--- src/rtl/pipe_mem_load_pkg.sv ---
// Shared types for the MEM stage: load encodings, FSM states and the EX->MEM payload.
package pipe_mem_load_pkg;

  localparam int unsigned XLEN  = 32;
  localparam int unsigned REG_W = 5;
  localparam int unsigned LT_W  = 3;

  typedef enum logic [LT_W-1:0] {
    LT_LW  = 3'd0,
    LT_LB  = 3'd1,
    LT_LBU = 3'd2,
    LT_LH  = 3'd3,
    LT_LHU = 3'd4
  } load_type_e;

  typedef enum logic [1:0] {
    ST_IDLE  = 2'd0,
    ST_WAIT  = 2'd1,
    ST_HAVE  = 2'd2,
    ST_DRAIN = 2'd3
  } mem_state_e;

  typedef struct packed {
    logic [XLEN-1:0]  alu_result;
    logic [REG_W-1:0] rdc;
    logic             rf_we;
    logic             load;
    load_type_e       load_type;
    logic             cp0_rd_mux_sel;
    logic             cp0_we;
    logic             ex_mem;
    logic             eret_flush;
    logic             branch_delay;
    logic [REG_W-1:0] cp0_rdc;
    logic [XLEN-1:0]  cp0_data;
    logic [XLEN-1:0]  pc;
    logic [REG_W-1:0] ex_code;
  } mem_payload_t;

endpackage

--- src/rtl/pipe_mem_load_if.sv ---
// EX->MEM valid/allowin handshake and instruction payload.
interface pipe_mem_load_if;
  import pipe_mem_load_pkg::*;

  logic             ex_mem_validto;
  logic             mem_allowin;
  logic [XLEN-1:0]  alu_result_in;
  logic [REG_W-1:0] rdc_ex_in;
  logic             rf_we_in;
  logic             load_in;
  logic [LT_W-1:0]  load_type_in;
  logic             cp0_rd_mux_sel_in;
  logic             cp0_we_in;
  logic             ex_mem_in;
  logic             eret_flush_in;
  logic             branch_delay_in;
  logic [REG_W-1:0] cp0_rdc_in;
  logic [XLEN-1:0]  cp0_data_in;
  logic [XLEN-1:0]  pc_in;
  logic [REG_W-1:0] ex_code_in;

  modport master (
    output ex_mem_validto, alu_result_in, rdc_ex_in, rf_we_in, load_in, load_type_in,
           cp0_rd_mux_sel_in, cp0_we_in, ex_mem_in, eret_flush_in, branch_delay_in,
           cp0_rdc_in, cp0_data_in, pc_in, ex_code_in,
    input  mem_allowin
  );

  modport slave (
    input  ex_mem_validto, alu_result_in, rdc_ex_in, rf_we_in, load_in, load_type_in,
           cp0_rd_mux_sel_in, cp0_we_in, ex_mem_in, eret_flush_in, branch_delay_in,
           cp0_rdc_in, cp0_data_in, pc_in, ex_code_in,
    output mem_allowin
  );

endinterface

--- src/rtl/pipe_mem_load_align.sv ---
// Load data alignment: byte/halfword select from the bus word with sign or zero extension.
module load_align
  import pipe_mem_load_pkg::*;
(
  input  load_type_e      load_type_i,
  input  logic [1:0]      addr_lo_i,
  input  logic [XLEN-1:0] rdata_i,
  output logic [XLEN-1:0] data_o
);

  logic [7:0]  byte_sel;
  logic [15:0] half_sel;

  assign byte_sel = rdata_i[{addr_lo_i, 3'b000} +: 8];
  assign half_sel = addr_lo_i[1] ? rdata_i[31:16] : rdata_i[15:0];

  always_comb begin
    data_o = rdata_i;
    case (load_type_i)
      LT_LB:   data_o = {{24{byte_sel[7]}}, byte_sel};
      LT_LBU:  data_o = {24'h0, byte_sel};
      LT_LH:   data_o = {{16{half_sel[15]}}, half_sel};
      LT_LHU:  data_o = {16'h0, half_sel};
      default: data_o = rdata_i;
    endcase
  end

endmodule

--- src/rtl/pipe_mem_load.sv ---
// MEM pipeline stage: registers EX results, waits for load data, aligns it and hands off to WB.
module pipe_mem_load
  import pipe_mem_load_pkg::*;
#(
  parameter int unsigned WAIT_CNT_W = 8
) (
  input  logic                  clk,
  input  logic                  rst,
  pipe_mem_load_if.slave        ex_if,
  input  logic                  wb_allowin,
  output logic                  mem_wb_validto,
  input  logic                  flush,
  input  logic [XLEN-1:0]       data_rdata,
  input  logic                  data_rvalid,
  output logic [XLEN-1:0]       wb_result_in_o,
  output logic [REG_W-1:0]      rdc_mem,
  output logic                  rf_we_o,
  output logic                  cp0_rd_mux_sel_o,
  output logic                  cp0_we_o,
  output logic                  ex_mem_o,
  output logic                  eret_flush_o,
  output logic                  branch_delay_o,
  output logic [REG_W-1:0]      cp0_rdc_o,
  output logic [XLEN-1:0]       cp0_data_o,
  output logic [XLEN-1:0]       pc_o,
  output logic [REG_W-1:0]      ex_code_o,
  output logic [XLEN-1:0]       bypass_mem,
  output logic                  mem_rdc_valid,
  output logic                  mem_load_busy,
  output logic [WAIT_CNT_W-1:0] stall_cnt
);

  mem_state_e           state_q;
  logic                 mem_valid_q;
  mem_payload_t         pipe_q;
  mem_payload_t         pipe_d;
  logic [XLEN-1:0]      hold_q;
  logic [WAIT_CNT_W-1:0] stall_cnt_q;

  logic            ld_wait;
  logic            mem_ready_go;
  logic            accept;
  logic            load_start;
  logic            handoff;
  logic [XLEN-1:0] load_data;
  logic [XLEN-1:0] result;

  // An excepting load never issued a bus request, so it must not wait for one.
  assign ld_wait      = pipe_q.load & ~pipe_q.ex_mem;
  assign mem_ready_go = ~ld_wait | (state_q == ST_HAVE);

  assign ex_if.mem_allowin = (state_q != ST_DRAIN) & (~mem_valid_q | (mem_ready_go & wb_allowin));
  assign accept            = ex_if.ex_mem_validto & ex_if.mem_allowin;
  assign load_start        = accept & ex_if.load_in & ~ex_if.ex_mem_in;
  assign mem_wb_validto    = mem_valid_q & mem_ready_go & ~flush;
  assign handoff           = mem_wb_validto & wb_allowin;

  always_comb begin
    pipe_d                = '0;
    pipe_d.alu_result     = ex_if.alu_result_in;
    pipe_d.rdc            = ex_if.rdc_ex_in;
    pipe_d.rf_we          = ex_if.rf_we_in;
    pipe_d.load           = ex_if.load_in;
    pipe_d.load_type      = load_type_e'(ex_if.load_type_in);
    pipe_d.cp0_rd_mux_sel = ex_if.cp0_rd_mux_sel_in;
    pipe_d.cp0_we         = ex_if.cp0_we_in;
    pipe_d.ex_mem         = ex_if.ex_mem_in;
    pipe_d.eret_flush     = ex_if.eret_flush_in;
    pipe_d.branch_delay   = ex_if.branch_delay_in;
    pipe_d.cp0_rdc        = ex_if.cp0_rdc_in;
    pipe_d.cp0_data       = ex_if.cp0_data_in;
    pipe_d.pc             = ex_if.pc_in;
    pipe_d.ex_code        = ex_if.ex_code_in;
  end

  // Stage state, load FSM and stall counter.
  always_ff @(posedge clk) begin
    if (rst) begin
      state_q     <= ST_IDLE;
      mem_valid_q <= 1'b0;
      pipe_q      <= '0;
      hold_q      <= '0;
      stall_cnt_q <= '0;
    end else begin
      if (ex_if.mem_allowin) begin
        mem_valid_q <= ex_if.ex_mem_validto & ~flush;
      end else if (flush) begin
        mem_valid_q <= 1'b0;
      end

      if (accept) begin
        pipe_q <= pipe_d;
      end

      if ((state_q == ST_WAIT || state_q == ST_DRAIN) && stall_cnt_q != '1) begin
        stall_cnt_q <= stall_cnt_q + WAIT_CNT_W'(1);
      end

      // A load accepted under flush still has a response in flight, so it drains.
      case (state_q)
        ST_IDLE: begin
          if (load_start) state_q <= flush ? ST_DRAIN : ST_WAIT;
        end
        ST_WAIT: begin
          if (data_rvalid) begin
            state_q <= flush ? ST_IDLE : ST_HAVE;
            hold_q  <= data_rdata;
          end else if (flush) begin
            state_q <= ST_DRAIN;
          end
        end
        ST_HAVE: begin
          if (load_start) state_q <= flush ? ST_DRAIN : ST_WAIT;
          else if (flush || handoff) state_q <= ST_IDLE;
        end
        ST_DRAIN: begin
          if (data_rvalid) state_q <= ST_IDLE;
        end
        default: state_q <= ST_IDLE;
      endcase
    end
  end

  load_align u_load_align (
    .load_type_i (pipe_q.load_type),
    .addr_lo_i   (pipe_q.alu_result[1:0]),
    .rdata_i     (hold_q),
    .data_o      (load_data)
  );

  assign result = ld_wait ? load_data : pipe_q.alu_result;

  assign wb_result_in_o   = result;
  assign bypass_mem       = result;
  assign rdc_mem          = pipe_q.rdc;
  assign rf_we_o          = pipe_q.rf_we & ~pipe_q.ex_mem;
  assign mem_rdc_valid    = mem_valid_q & rf_we_o & mem_ready_go;
  assign cp0_rd_mux_sel_o = pipe_q.cp0_rd_mux_sel;
  assign cp0_we_o         = pipe_q.cp0_we;
  assign ex_mem_o         = pipe_q.ex_mem;
  assign eret_flush_o     = pipe_q.eret_flush;
  assign branch_delay_o   = pipe_q.branch_delay;
  assign cp0_rdc_o        = pipe_q.cp0_rdc;
  assign cp0_data_o       = pipe_q.cp0_data;
  assign pc_o             = pipe_q.pc;
  assign ex_code_o        = pipe_q.ex_code;
  assign mem_load_busy    = (state_q == ST_WAIT) || (state_q == ST_DRAIN);
  assign stall_cnt        = stall_cnt_q;

endmodule

--- src/flat_wrapper.sv ---
// flat-port wrapper written by rule: the top's interface ports become plain ports
module pipe_mem_load_flat import pipe_mem_load_pkg::*;
#(
  parameter int unsigned WAIT_CNT_W = 8
)
  (clk, rst, wb_allowin, mem_wb_validto, flush, data_rdata, data_rvalid, wb_result_in_o, rdc_mem, rf_we_o, cp0_rd_mux_sel_o, cp0_we_o, ex_mem_o, eret_flush_o, branch_delay_o, cp0_rdc_o, cp0_data_o, pc_o, ex_code_o, bypass_mem, mem_rdc_valid, mem_load_busy, stall_cnt, ex_if_ex_mem_validto, ex_if_alu_result_in, ex_if_rdc_ex_in, ex_if_rf_we_in, ex_if_load_in, ex_if_load_type_in, ex_if_cp0_rd_mux_sel_in, ex_if_cp0_we_in, ex_if_ex_mem_in, ex_if_eret_flush_in, ex_if_branch_delay_in, ex_if_cp0_rdc_in, ex_if_cp0_data_in, ex_if_pc_in, ex_if_ex_code_in, ex_if_mem_allowin);
  pipe_mem_load_if ex_if_i ();
  input  logic clk;
  input  logic rst;
  input  logic wb_allowin;
  output logic mem_wb_validto;
  input  logic flush;
  input  logic [XLEN-1:0] data_rdata;
  input  logic data_rvalid;
  output logic [XLEN-1:0] wb_result_in_o;
  output logic [REG_W-1:0] rdc_mem;
  output logic rf_we_o;
  output logic cp0_rd_mux_sel_o;
  output logic cp0_we_o;
  output logic ex_mem_o;
  output logic eret_flush_o;
  output logic branch_delay_o;
  output logic [REG_W-1:0] cp0_rdc_o;
  output logic [XLEN-1:0] cp0_data_o;
  output logic [XLEN-1:0] pc_o;
  output logic [REG_W-1:0] ex_code_o;
  output logic [XLEN-1:0] bypass_mem;
  output logic mem_rdc_valid;
  output logic mem_load_busy;
  output logic [WAIT_CNT_W-1:0] stall_cnt;
  input wire logic [$bits(ex_if_i.ex_mem_validto)-1:0] ex_if_ex_mem_validto;
  input wire logic [$bits(ex_if_i.alu_result_in)-1:0] ex_if_alu_result_in;
  input wire logic [$bits(ex_if_i.rdc_ex_in)-1:0] ex_if_rdc_ex_in;
  input wire logic [$bits(ex_if_i.rf_we_in)-1:0] ex_if_rf_we_in;
  input wire logic [$bits(ex_if_i.load_in)-1:0] ex_if_load_in;
  input wire logic [$bits(ex_if_i.load_type_in)-1:0] ex_if_load_type_in;
  input wire logic [$bits(ex_if_i.cp0_rd_mux_sel_in)-1:0] ex_if_cp0_rd_mux_sel_in;
  input wire logic [$bits(ex_if_i.cp0_we_in)-1:0] ex_if_cp0_we_in;
  input wire logic [$bits(ex_if_i.ex_mem_in)-1:0] ex_if_ex_mem_in;
  input wire logic [$bits(ex_if_i.eret_flush_in)-1:0] ex_if_eret_flush_in;
  input wire logic [$bits(ex_if_i.branch_delay_in)-1:0] ex_if_branch_delay_in;
  input wire logic [$bits(ex_if_i.cp0_rdc_in)-1:0] ex_if_cp0_rdc_in;
  input wire logic [$bits(ex_if_i.cp0_data_in)-1:0] ex_if_cp0_data_in;
  input wire logic [$bits(ex_if_i.pc_in)-1:0] ex_if_pc_in;
  input wire logic [$bits(ex_if_i.ex_code_in)-1:0] ex_if_ex_code_in;
  output wire logic [$bits(ex_if_i.mem_allowin)-1:0] ex_if_mem_allowin;
  assign ex_if_i.ex_mem_validto = ex_if_ex_mem_validto;
  assign ex_if_i.alu_result_in = ex_if_alu_result_in;
  assign ex_if_i.rdc_ex_in = ex_if_rdc_ex_in;
  assign ex_if_i.rf_we_in = ex_if_rf_we_in;
  assign ex_if_i.load_in = ex_if_load_in;
  assign ex_if_i.load_type_in = ex_if_load_type_in;
  assign ex_if_i.cp0_rd_mux_sel_in = ex_if_cp0_rd_mux_sel_in;
  assign ex_if_i.cp0_we_in = ex_if_cp0_we_in;
  assign ex_if_i.ex_mem_in = ex_if_ex_mem_in;
  assign ex_if_i.eret_flush_in = ex_if_eret_flush_in;
  assign ex_if_i.branch_delay_in = ex_if_branch_delay_in;
  assign ex_if_i.cp0_rdc_in = ex_if_cp0_rdc_in;
  assign ex_if_i.cp0_data_in = ex_if_cp0_data_in;
  assign ex_if_i.pc_in = ex_if_pc_in;
  assign ex_if_i.ex_code_in = ex_if_ex_code_in;
  assign ex_if_mem_allowin = ex_if_i.mem_allowin;
  pipe_mem_load #(.WAIT_CNT_W(WAIT_CNT_W)) u_core (.clk(clk), .rst(rst), .ex_if(ex_if_i), .wb_allowin(wb_allowin), .mem_wb_validto(mem_wb_validto), .flush(flush), .data_rdata(data_rdata), .data_rvalid(data_rvalid), .wb_result_in_o(wb_result_in_o), .rdc_mem(rdc_mem), .rf_we_o(rf_we_o), .cp0_rd_mux_sel_o(cp0_rd_mux_sel_o), .cp0_we_o(cp0_we_o), .ex_mem_o(ex_mem_o), .eret_flush_o(eret_flush_o), .branch_delay_o(branch_delay_o), .cp0_rdc_o(cp0_rdc_o), .cp0_data_o(cp0_data_o), .pc_o(pc_o), .ex_code_o(ex_code_o), .bypass_mem(bypass_mem), .mem_rdc_valid(mem_rdc_valid), .mem_load_busy(mem_load_busy), .stall_cnt(stall_cnt));
endmodule
--- config.mk ---
export PLATFORM = sky130hd
export DESIGN_NAME = pipe_mem_load_flat
export DESIGN_NICKNAME = d
export VERILOG_FILES = /design/src/rtl/pipe_mem_load_pkg.sv /design/src/rtl/pipe_mem_load_if.sv /design/src/rtl/pipe_mem_load_align.sv /design/src/rtl/pipe_mem_load.sv /design/src/flat_wrapper.sv
export SDC_FILE = /design/constraint.sdc
export NUM_CORES = 1
export LEC_CHECK = 0
export BUFFER_PORTS_ARGS = -buffer_cell sky130_fd_sc_hd__buf_2
export CAP_MARGIN = 40
export CORE_AREA = 3 3 144 146
export CTS_CLUSTER_SIZE = 40
export DETAILED_ROUTE_END_ITERATION = 16
export DIE_AREA = 0 0 147 149
export GPL_TIMING_DRIVEN = 0
export PLACE_DENSITY = 0.67
export SYNTH_ARGS = -nofsm -noshare
export SYNTH_HDL_FRONTEND = slang
export SYNTH_SLANG_ARGS = --single-unit
--- constraint.sdc ---
create_clock -name clk -period 2.3 [get_ports clk]
set_input_delay 0.46 -clock clk [delete_from_list [all_inputs] [get_ports clk]]
set_output_delay 0.46 -clock clk [all_outputs]
set_load 0.01 [all_outputs]
==> metrics.txt, run 1 <==
outcome finished with violations; violated checks setup timing; startpoint types flip-flop; Rel. slew slack 52.36%; FF-to-FF path depth 6; Via density between 4 and 5; die area 21900 sq um; fin area 11120 sq um; Area after DPL 9677 sq um; Warnings, synthesis 0; Worst Hold Launch ex_if_cp0_data_in[7]; Worst R2R Start u_core.ex_mem_o; initial core utilization roughly two fifths; sw power around 0.0021 W; largest net degree at the start of global routing 17; Final Routed Wirelength 25670 microns; hpwl dp 19110 microns; Synth Flop Type dfxtp_1; CP Launch Point u_core.pipe_q[90]; Yosys top cell area share a little over two fifths; Hold Path Cell Cnt 3; Area Overhead vs Synth 43.49%; Synth area leader dfxtp_1; PortBufs 318; Final Worst Setup Slack -0.4361 ns; final period utilization 119.0%; fin nets 1541; FFs w/ async S/R, synth 0%; setup TNS -22.53 ns; Critical Path Stages 8; CP max stage cell dfxtp_4; syn nets 1186; Fill cells 1893; Yosys cell types 47; total gr overflow 0; Clk pwr share 37.6%; CTS Buffer Depth 2; clk slew on worst S/H paths 0.07 ns; R2R Path End u_core.ex_mem_o; CP delay by family, top multiplexers; register area share after synthesis between 40 and 50%; syn_area_per_cell 7.555 sq um; flop2flop setup slack 0.19 ns; vias in the first global route 7197; Slew Viols, Final 0; RSZ-0062 raised after global routing yes; final setup fails 66; Root Driver clkbuf_16; crit path max fanout 8; Hold WC Path Type input pin to flip-flop; Max VDD drop 0.0004853 V; max_cap viols 0; hold path endpoint u_core.cp0_data_o[7]; hold slack final 0.2697 ns; leak pwr 5.080 nW; # DRC 0; PwrDens 660.7 nW/um^2; cell mode on critical path buf_4; Fmax 365.5 MHz; first-pass GRT wire length about 38000 microns; I/O Pins 320; TritonCTS Sinks 164; ant diodes 0; layout cells sized above 1 42.61%; Area contributors post-synth dfxtp_1 (42%), nand2_1 (16%), a21oi_1 (12%); count of state elements after synthesis 164; clock skew 0.005241 ns; drt pass-1 iters 5; worst skew pair latency between 0.4 and 0.5 ns; Post-synth EDFFs 0; DR WL/cell around 15 microns; Core ar. 19530 sq um; Die W roughly 150 microns; First DRT Iteration DRCs roughly 360; Switching Share 28.43%; critical path, cell by cell mux2i_2 > mux2_4 > nor4b_4 > buf_4 > nor2_4 > a21oi_2 > buf_4 > buf_6; Vias 7855; Internal roughly 0.0053 W; initial antenna violation count 1; H-tree levels 4; WP buf/inv 3; Slew @ Worst Pin 0.7146 ns; data arrival time of the worst path 2.28 ns; FP Rows 51; Cells after Synth 1026; Final ANT Viol Nets 0; Tmin final 2.736 ns; CTS tree done; critical path endpoint category output pin; global router's overall resource usage between 20% and 30%; Worst Path Required 1.84 ns; final hold violations 0; crit path kind flip-flop to output pin; chip height ~150 microns; sequential fraction of design power 41.7%; crit-path max cell delay 0.37 ns; CTS Buf Count 17; Post-Syn Area 7751 sq um; final weighted congestion in routability-driven placement between 0.8 and 0.9; Total Power 0.007348 W; combinational power share 20.7%
## logic make-up after synthesis
group / synth area share (%)
multiplexers: 0.9201
adder cells (fa/ha/maj): 0.1614
XOR/XNOR: 0.7910
AO/OA/AOI/OAI: 18.32
flip-flops: 42.36
AND/OR/NAND/NOR: 21.55
buffers and inverters: 15.90
## layer usage
metal  share of wire (%)  vias to the layer above  track usage (%)
met4                 2.1                        2            5.685
met1                  42                     3562            27.05
met3                 6.1                       44            4.467
met5               0.051                        -                0
met2                  50                      277            38.93
li1                    -                     3970                -
## synthesized netlist by cell type (4+ instances only)
| master | n |
|---|---|
| nand2b_1 | 5 |
| clkbuf_1 | 35 |
| o21ai_0 | 15 |
| mux2i_1 | 6 |
| a21oi_1 | 192 |
| dfxtp_1 | 164 |
| nor3_1 | 8 |
| nand3_1 | 4 |
| nor2b_1 | 4 |
| nor2_1 | 43 |
| nand2_1 | 332 |
| a22oi_1 | 7 |
| inv_1 | 5 |
| o21a_1 | 6 |
| a211o_1 | 5 |
| xnor2_1 | 6 |
| buf_4 | 113 |
| buf_2 | 22 |
| buf_6 | 11 |
| o32a_1 | 5 |
## registers in the layout (all words and copies together), names as in the netlist
name                     count
u_core.branch_delay_o        1
u_core.cp0_data_o           32
u_core.cp0_rd_mux_sel_o      1
u_core.cp0_rdc_o             5
u_core.cp0_we_o              1
u_core.eret_flush_o          1
u_core.ex_code_o             5
u_core.ex_mem_o              1
u_core.hold_q               32
u_core.mem_valid_q           1
u_core.pc_o                 32
u_core.pipe_q               37
u_core.rdc_mem               5
u_core.stall_cnt             8
u_core.state_q               2
## tightest hold or removal path: cells and delay by family
family | cells | cell delay, ns
buffers and inverters | 1 | 0.09
AOI/OAI and AO/OA | 1 | 0.05
and+or+nand+nor | 1 | 0.04
## how the worst max path moves through the flow
| stage | endpoint | slack (ns) |
|---|---|---|
| 6_report | wb_result_in_o[10] | -0.44 |
| 5_1_grt | wb_result_in_o[16] | -0.50 |
| 4_1_cts | wb_result_in_o[18] | -0.48 |
| 3_5_place_dp | wb_result_in_o[30] | -0.50 |
| 3_3_place_gp | wb_result_in_o[3] | -0.50 |
| 2_1_floorplan | wb_result_in_o[2] | 0.02 |
## metrics by stage
stage	util, %	setup WS (ns)	cells
after floorplan	-	0.01941	1026
after global placement	49.56	-0.4953	1609
after detailed placement	49.56	-0.4957	1609
after CTS	54.89	-0.4752	1648
after global routing	56.96	-0.4995	1659
final	56.96	-0.4361	1659
## timing repair
item                       CTS  global route
cloned                       1             1
setup buffers                7            10
hold buffers                 0             0
pin swaps                   12            25
setup endpoints to repair   64            68
resized for setup          100            80
## cell usage in the layout, fill, tap and decap left out, drive strengths merged, types with 6 or more instances in the layout
master / count
clkbuf: 53
o21ai: 17
nand2b: 6
nand2: 332
dfxtp: 164
nor2: 43
inv: 10
buf: 482
xnor2: 6
a21oi: 192
o21a: 6
a22oi: 7
mux2i: 6
nor3: 8
## power groups by stage
stage / Clock [W] / Combinational [W] / Sequential, W
2_1_floorplan: 0 / 0.000789 / 0.00310
3_3_place_gp: 0 / 0.00128 / 0.00312
3_5_place_dp: 0 / 0.00129 / 0.00312
4_1_cts: 0.00281 / 0.00142 / 0.00306
5_1_grt: 0.00294 / 0.00165 / 0.00308
6_report: 0.00276 / 0.00152 / 0.00306
## cell type report
cell class	count	area, sq um	share of cell area [%]
clock inverters	14	125.1	1.125
clock buffers	18	439.2	3.949
flip-flops and latches	164	3293	29.61
plain buffers	180	1261	11.34
well taps	265	331.6	2.981
multi-input cells	676	3696	33.23
inverters	5	22.52	0.2025
repair buffers	337	1953	17.56
(Power assumes the default switching activity.)
==> run 2: changes to the inputs <==
--- a/config.mk
+++ b/config.mk
@@ -7,10 +7,10 @@
 export LEC_CHECK = 0
 export BUFFER_PORTS_ARGS = -buffer_cell sky130_fd_sc_hd__buf_2
 export CAP_MARGIN = 40
-export CORE_AREA = 3 3 144 146
+export CORE_AREA = 2 2 143 145
 export CTS_CLUSTER_SIZE = 40
 export DETAILED_ROUTE_END_ITERATION = 16
-export DIE_AREA = 0 0 147 149
+export DIE_AREA = 0 0 145 147
 export GPL_TIMING_DRIVEN = 0
 export PLACE_DENSITY = 0.67
 export SYNTH_ARGS = -nofsm -noshare
==> constraint.sdc (replaced) <==
create_clock -name clk -period 2.3 [get_ports clk]
set_input_delay 0.46 -clock clk [delete_from_list [all_inputs] [get_ports clk]]
set_output_delay 0.46 -clock clk [all_outputs]
set_load 0.02 [all_outputs]
==> run 2 against run 1 <==
The run still ends with setup timing left. Sequential cell count unchanged. Core utilization up 1.4 points. Final cell count up 1.4%. Routed wire length up 1.2%. Total power up 8.3%. Non-clock buffer count up 18. Highest routed layer unchanged.
==> metrics.txt, run 2 (synthesis results as in run 1) <==
outcome finished with violations (unchanged); violated checks setup timing (unchanged); Die W 145 microns (was 147 microns); CTS tree done (unchanged); global router's overall resource usage 23.15% (was 21.84%); Worst R2R Start u_core.ex_mem_o (unchanged); I/O Pins 320 (unchanged); PortBufs 318 (unchanged); Worst Path Required 1.84 ns (about the same); leak pwr 5.255 nW (was 5.080 nW); Hold-fix buffers, CTS 0 (unchanged); drt pass-1 iters 5 (unchanged); Largest register FFs 37 (unchanged); layout cells sized above 1 42.81% (was 42.61%); Final Routed Wirelength 25970 microns (was 25670 microns); Via density 4.782 (was 4.735); clk slew on worst S/H paths 0.07 ns (about the same); filler-free cell count of the finished design 1682 (was 1659); critical path, cell by cell mux2i_4 > mux2_4 > nor4b_4 > a311oi_4 > buf_6 > buf_12 > a21oi_4 > buf_6 > buf_6 (was mux2i_2 > mux2_4 > nor4b_4 > buf_4 > nor2_4 > a21oi_2 > buf_4 > buf_6); CTS Buf Count 17 (unchanged); sw power 0.002266 W (was 0.002089 W); initial core utilization 39.06% (was 39.70%); First DRT Iteration DRCs 446 (was 359); Area Overhead vs Synth 49.52% (was 43.49%); Final ANT Viol Nets 0 (unchanged); CP Launch Point u_core.pipe_q[90] (unchanged); Final Core Density 58.40% (was 56.96%); Core ar. 19840 sq um (was 19530 sq um); crit path max fanout 5 (was 8); final setup fails 64 (was 66); TritonCTS Sinks 164 (unchanged); largest net degree at the start of global routing 17 (unchanged); CP max stage cell dfxtp_4 (unchanged); commonest non-fill, non-tap cell in the layout nand2_1 (unchanged); final hold violations 0 (unchanged); Max VDD drop 0.0005161 V (was 0.0004853 V); Tmin final 2.826 ns (was 2.736 ns); Final Worst Setup Slack -0.5256 ns (was -0.4361 ns); Switching Share 28.47% (was 28.43%); vias in the first global route 7441 (was 7197); CP delay by family, top buffers and inverters (was multiplexers); hold slack final 0.2664 ns (was 0.2697 ns); H-tree levels 4 (unchanged); Hold WC Path Type input pin to flip-flop (unchanged); chip height 147 microns (was 149 microns); commonest cells after routing, fill and taps aside nand2_1 (332), buf_2 (273), a21oi_1 (162) (was nand2_1 (332), buf_2 (297), a21oi_1 (159)); sequential fraction of design power 38.5% (was 41.7%); fin nets 1559 (was 1541); hpwl dp 18920 microns (was 19110 microns); FP Rows 52 (was 51); DR WL/cell 15.44 microns (was 15.47 microns); critical path endpoint category output pin (unchanged); Worst Hold Launch ex_if_load_type_in[0] (was ex_if_cp0_data_in[7]); startpoint types flip-flop (unchanged); clock skew 0.01168 ns (was 0.005241 ns); Slew Viols, Final 0 (unchanged); crit path kind flip-flop to output pin (unchanged); worst skew pair latency 0.42 ns (about the same); crit-path max cell delay 0.37 ns (about the same); RSZ-0062 raised after global routing yes (unchanged); data arrival time of the worst path 2.37 ns (was 2.28 ns); final period utilization 122.9% (was 119.0%); WP buf/inv 4 (was 3); combinational power share 22.7% (was 20.7%); cell mode on critical path buf_6 (was buf_4); fin area 11590 sq um (was 11120 sq um); first-pass GRT wire length 39100 microns (was 38050 microns); most flop-heavy register u_core.pipe_q (unchanged); initial antenna violation count 1 (unchanged); Inst Count DP 1616 (was 1609); Vias 8043 (was 7855); CTS Buffer Depth 2 (unchanged); Root Driver clkbuf_16 (unchanged); final weighted congestion in routability-driven placement 0.8997 (was 0.8251); max_cap viols 0 (unchanged); Clk pwr share 38.8% (was 37.6%); Area after DPL 9852 sq um (was 9677 sq um); total gr overflow 0 (unchanged); Internal 0.005694 W (was 0.005259 W); # DRC 0 (unchanged); PwrDens 686.8 nW/um^2 (was 660.7 nW/um^2); Rel. slew slack 53.04% (was 52.36%); Fmax 353.9 MHz (was 365.5 MHz); die area 21320 sq um (was 21900 sq um); Slew @ Worst Pin 0.7044 ns (was 0.7146 ns); post-place setup slack -0.4264 ns (was -0.4957 ns)
-- run 2: power groups by stage --
stage | registers (W) | clock network, W | logic [W]
6_report | 0.00307 | 0.00309 | 0.00181
5_1_grt | 0.00308 | 0.00327 | 0.00193
4_1_cts | 0.00306 | 0.00314 | 0.00173
3_5_place_dp | 0.00312 | 0 | 0.00148
3_3_place_gp | 0.00312 | 0 | 0.00147
2_1_floorplan | 0.00311 | 0 | 0.000980
-- run 2: cell type report --
cell class              instances  area, sq um
fillers                      1834         8254
multi-input cells             676         3680
flip-flops and latches        164         3293
repair buffers                355         2300
plain buffers                 180         1320
clock buffers                  18        439.2
well taps                     270        337.8
clock inverters                13        195.2
inverters                       5        22.52
diodes                          1        2.502
-- run 2: metal layers --
metal	share of wire (%)	GRT usage [%]	wire, microns
met3	6.3	5.559	1632
met1	42	28.39	10950
met4	2.3	7.475	592
met5	0.050	0	13
met2	49	40.17	12780
-- run 2: what timing repair did --
item,in CTS,in global routing
buffers inserted,18,15
gates resized for setup,203,34
setup endpoints to repair,64,64
gates cloned,2,0
pin swaps,25,23
-- run 2: final timing paths --
path / end / cells after the start / slack (ns)
worst max-delay path: wb_result_in_o[21] / 9 / -0.53
worst min-delay path: u_core.pipe_q[79] / 3 / 0.27
worst max register to register: u_core.branch_delay_o / 6 / 0.23
worst min register to register: u_core.ex_code_o[4] / 2 / 0.45
-- run 2: worst reg2reg max path, delay by kind of cell, from the launching register on --
kind                   cells  cell delay (ns)
buffers and inverters      2             0.63
and+or+nand+nor            2             0.41
DFF                        1             0.36
AOI/OAI and AO/OA          2             0.60
-- run 2: metrics by stage --
stage | TNS, ns | total power [W]
2_1_floorplan | -1.374 | 0.004089
3_3_place_gp | -14.29 | 0.004590
3_5_place_dp | -15.66 | 0.004606
4_1_cts | -25.77 | 0.007940
5_1_grt | -31.91 | 0.008272
6_report | -26.42 | 0.007960
==> run 3: changes to the inputs <==
--- a/config.mk
+++ b/config.mk
@@ -7,12 +7,12 @@
 export LEC_CHECK = 0
 export BUFFER_PORTS_ARGS = -buffer_cell sky130_fd_sc_hd__buf_2
 export CAP_MARGIN = 40
-export CORE_AREA = 2 2 143 145
+export CORE_AREA = 2 2 170 122
 export CTS_CLUSTER_SIZE = 40
 export DETAILED_ROUTE_END_ITERATION = 16
-export DIE_AREA = 0 0 145 147
+export DIE_AREA = 0 0 172 124
 export GPL_TIMING_DRIVEN = 0
-export PLACE_DENSITY = 0.67
+export PLACE_DENSITY = 0.68
 export SYNTH_ARGS = -nofsm -noshare
 export SYNTH_HDL_FRONTEND = slang
 export SYNTH_SLANG_ARGS = --single-unit
==> run 3 against run 2 <==
The flow still finishes with violations (setup timing). Worst setup slack lost 0.064 ns. Sequential share of layout area grew 0.43 points. Sequential power is essentially flat. Core utilization is 0.099 points lower. Die area hardly changed. Total power decreased by 1.0%. Critical path depth increased by 1. Worst hold slack worse by 0.0027 ns. Largest cell class unchanged.
==> metrics.txt, run 3 (synthesis results as in run 1) <==
outcome finished with violations (unchanged); violated checks setup timing (unchanged); CTS Buffer Depth 2 (unchanged); Area Overhead vs Synth 47.31% (was 49.52%); Largest register FFs 37 (unchanged); hpwl dp 20120 microns (was 18920 microns); layout cells sized above 1 42.21% (was 42.81%); CTS tree done (unchanged); Final ANT Viol Nets 0 (unchanged); PwrDens 690.1 nW/um^2 (was 686.8 nW/um^2); RSZ-0062 raised after global routing yes (unchanged); CP delay by family, top buffers and inverters (unchanged); Via density 4.840 (was 4.782); FF-to-FF path depth 7 (was 6); crit path max fanout 3 (was 5); crit-path max cell delay 0.46 ns (was 0.37 ns); CTS Buf Count 17 (unchanged); Core ar. 19580 sq um (was 19840 sq um); Fmax 346.0 MHz (was 353.9 MHz); first-pass GRT wire length 39120 microns (was 39100 microns); FP Rows 43 (was 52); Slew Viols, Final 0 (unchanged); Hold WC Path Type input pin to flip-flop (unchanged); Tmin final 2.890 ns (was 2.826 ns); final weighted congestion in routability-driven placement 0.8943 (was 0.8997); data arrival time of the worst path 2.43 ns (was 2.37 ns); startpoint types flip-flop (unchanged); H-tree levels 4 (unchanged); CP max stage cell dfxtp_1 (was dfxtp_4); Max VDD drop 0.0004501 V (was 0.0005161 V); critical path endpoint category output pin (unchanged); PortBufs 318 (unchanged); TritonCTS Sinks 164 (unchanged); hold slack final 0.2638 ns (was 0.2664 ns); Die W 172 microns (was 145 microns); total gr overflow 0 (unchanged); final period utilization 125.6% (was 122.9%); global router's overall resource usage 24.17% (was 23.15%); initial core utilization 39.58% (was 39.06%); First DRT Iteration DRCs 518 (was 446); Root Driver clkbuf_16 (unchanged); cell mode on critical path buf_6 (unchanged); final setup fails 64 (unchanged); commonest non-fill, non-tap cell in the layout nand2_1 (unchanged); commonest cells after routing, fill and taps aside nand2_1 (332), buf_2 (279), a21oi_1 (162) (was nand2_1 (332), buf_2 (273), a21oi_1 (162)); chip height 124 microns (was 147 microns); leak pwr 5.181 nW (was 5.255 nW); max_cap viols 0 (unchanged); WP buf/inv 5 (was 4); most flop-heavy register u_core.pipe_q (unchanged); fin nets 1549 (was 1559); worst skew pair latency 0.42 ns (about the same); setup TNS -27.50 ns (was -26.42 ns); Hold Path Cell Cnt 3 (unchanged); Worst Path Required 1.84 ns (about the same); Critical Path Stages 10 (was 9); Slew @ Worst Pin 0.7076 ns (was 0.7044 ns); Final Routed Wirelength 27170 microns (was 25970 microns); Rel. slew slack 52.83% (was 53.04%); final hold violations 0 (unchanged); critical path, cell by cell mux2i_1 > mux2_4 > nor4b_4 > buf_4 > a311oi_4 > buf_4 > buf_6 > a21oi_4 > buf_6 > buf_6 (was mux2i_4 > mux2_4 > nor4b_4 > a311oi_4 > buf_6 > buf_12 > a21oi_4 > buf_6 > buf_6); Final Worst Setup Slack -0.5898 ns (was -0.5256 ns); largest net degree at the start of global routing 17 (unchanged); clock skew 0.008474 ns (was 0.01168 ns); clk slew on worst S/H paths 0.07 ns (about the same); vias in the first global route 7282 (was 7441); initial antenna violation count 3 (was 1); I/O Pins 320 (unchanged); # DRC 0 (unchanged); die area 21330 sq um (was 21320 sq um); Vias 8097 (was 8043); drt pass-1 iters 6 (was 5); DR WL/cell 16.24 microns (was 15.44 microns); crit path kind flip-flop to output pin (unchanged)
run 3: metrics by stage:
stage               util [%]  cells  setup slack, ns  instance area (sq um)  power [W]
global placement       50.22   1614          -0.5229                   9836   0.004607
CTS                    57.38   1664          -0.5550                  11240   0.007860
floorplan                  -   1026         -0.07694                   7906   0.004089
global route           58.29   1672          -0.6523                  11420   0.008183
finish                 58.31   1673          -0.5898                  11420   0.007880
detailed placement     50.31   1616          -0.5195                   9852   0.004623
run 3: what timing repair did:
item,CTS,global route
hold buffers,0,0
buffers inserted,19,6
pin swaps,17,15
endpoints found under the setup margin,64,64
resized for setup,179,36
run 3: cell type report:
class                      instances  area (sq um)
fill                            1928          8165
timing repair buffer             345          2193
sequential                       164          3293
clock buffer                      19         442.9
inverter                           5         22.52
clock inverter                    11         175.2
buffer                           180          1313
tap                              270         337.8
antenna                            3         7.507
multi-input combinational        676          3633
run 3: power breakdown:
group | switching (W) | internal [W] | leakage, nW
Sequential | 0.0000872 | 0.00298 | 1.35
Clock | 0.00119 | 0.00185 | 0.296
Combinational | 0.000962 | 0.000817 | 3.54
run 3: worst paths after layout:
path                                        start                 end  slack (ns)
worst max-delay path             u_core.hold_q[7]  wb_result_in_o[17]       -0.59
worst min-delay path               data_rdata[15]   u_core.hold_q[15]        0.26
worst max register to register  u_core.state_q[1]     u_core.ex_mem_o        0.27
worst min register to register    u_core.pc_o[14]     u_core.pc_o[14]        0.45
run 3: worst register-to-register path: cells and delay by family, from the launching register on:
family | cells | cell delay, ns
AOI/OAI and AO/OA | 2 | 0.55
buffers and inverters | 3 | 0.82
DFF | 1 | 0.30
and+or+nand+nor | 2 | 0.28
run 3: routing by layer:
layer	wire (microns)	part of all wire, %	track usage (%)
met5	0	0	0
met4	396	1.5	6.197
met3	2606	9.6	7.626
met2	12200	45	37.27
met1	11970	44	32.85
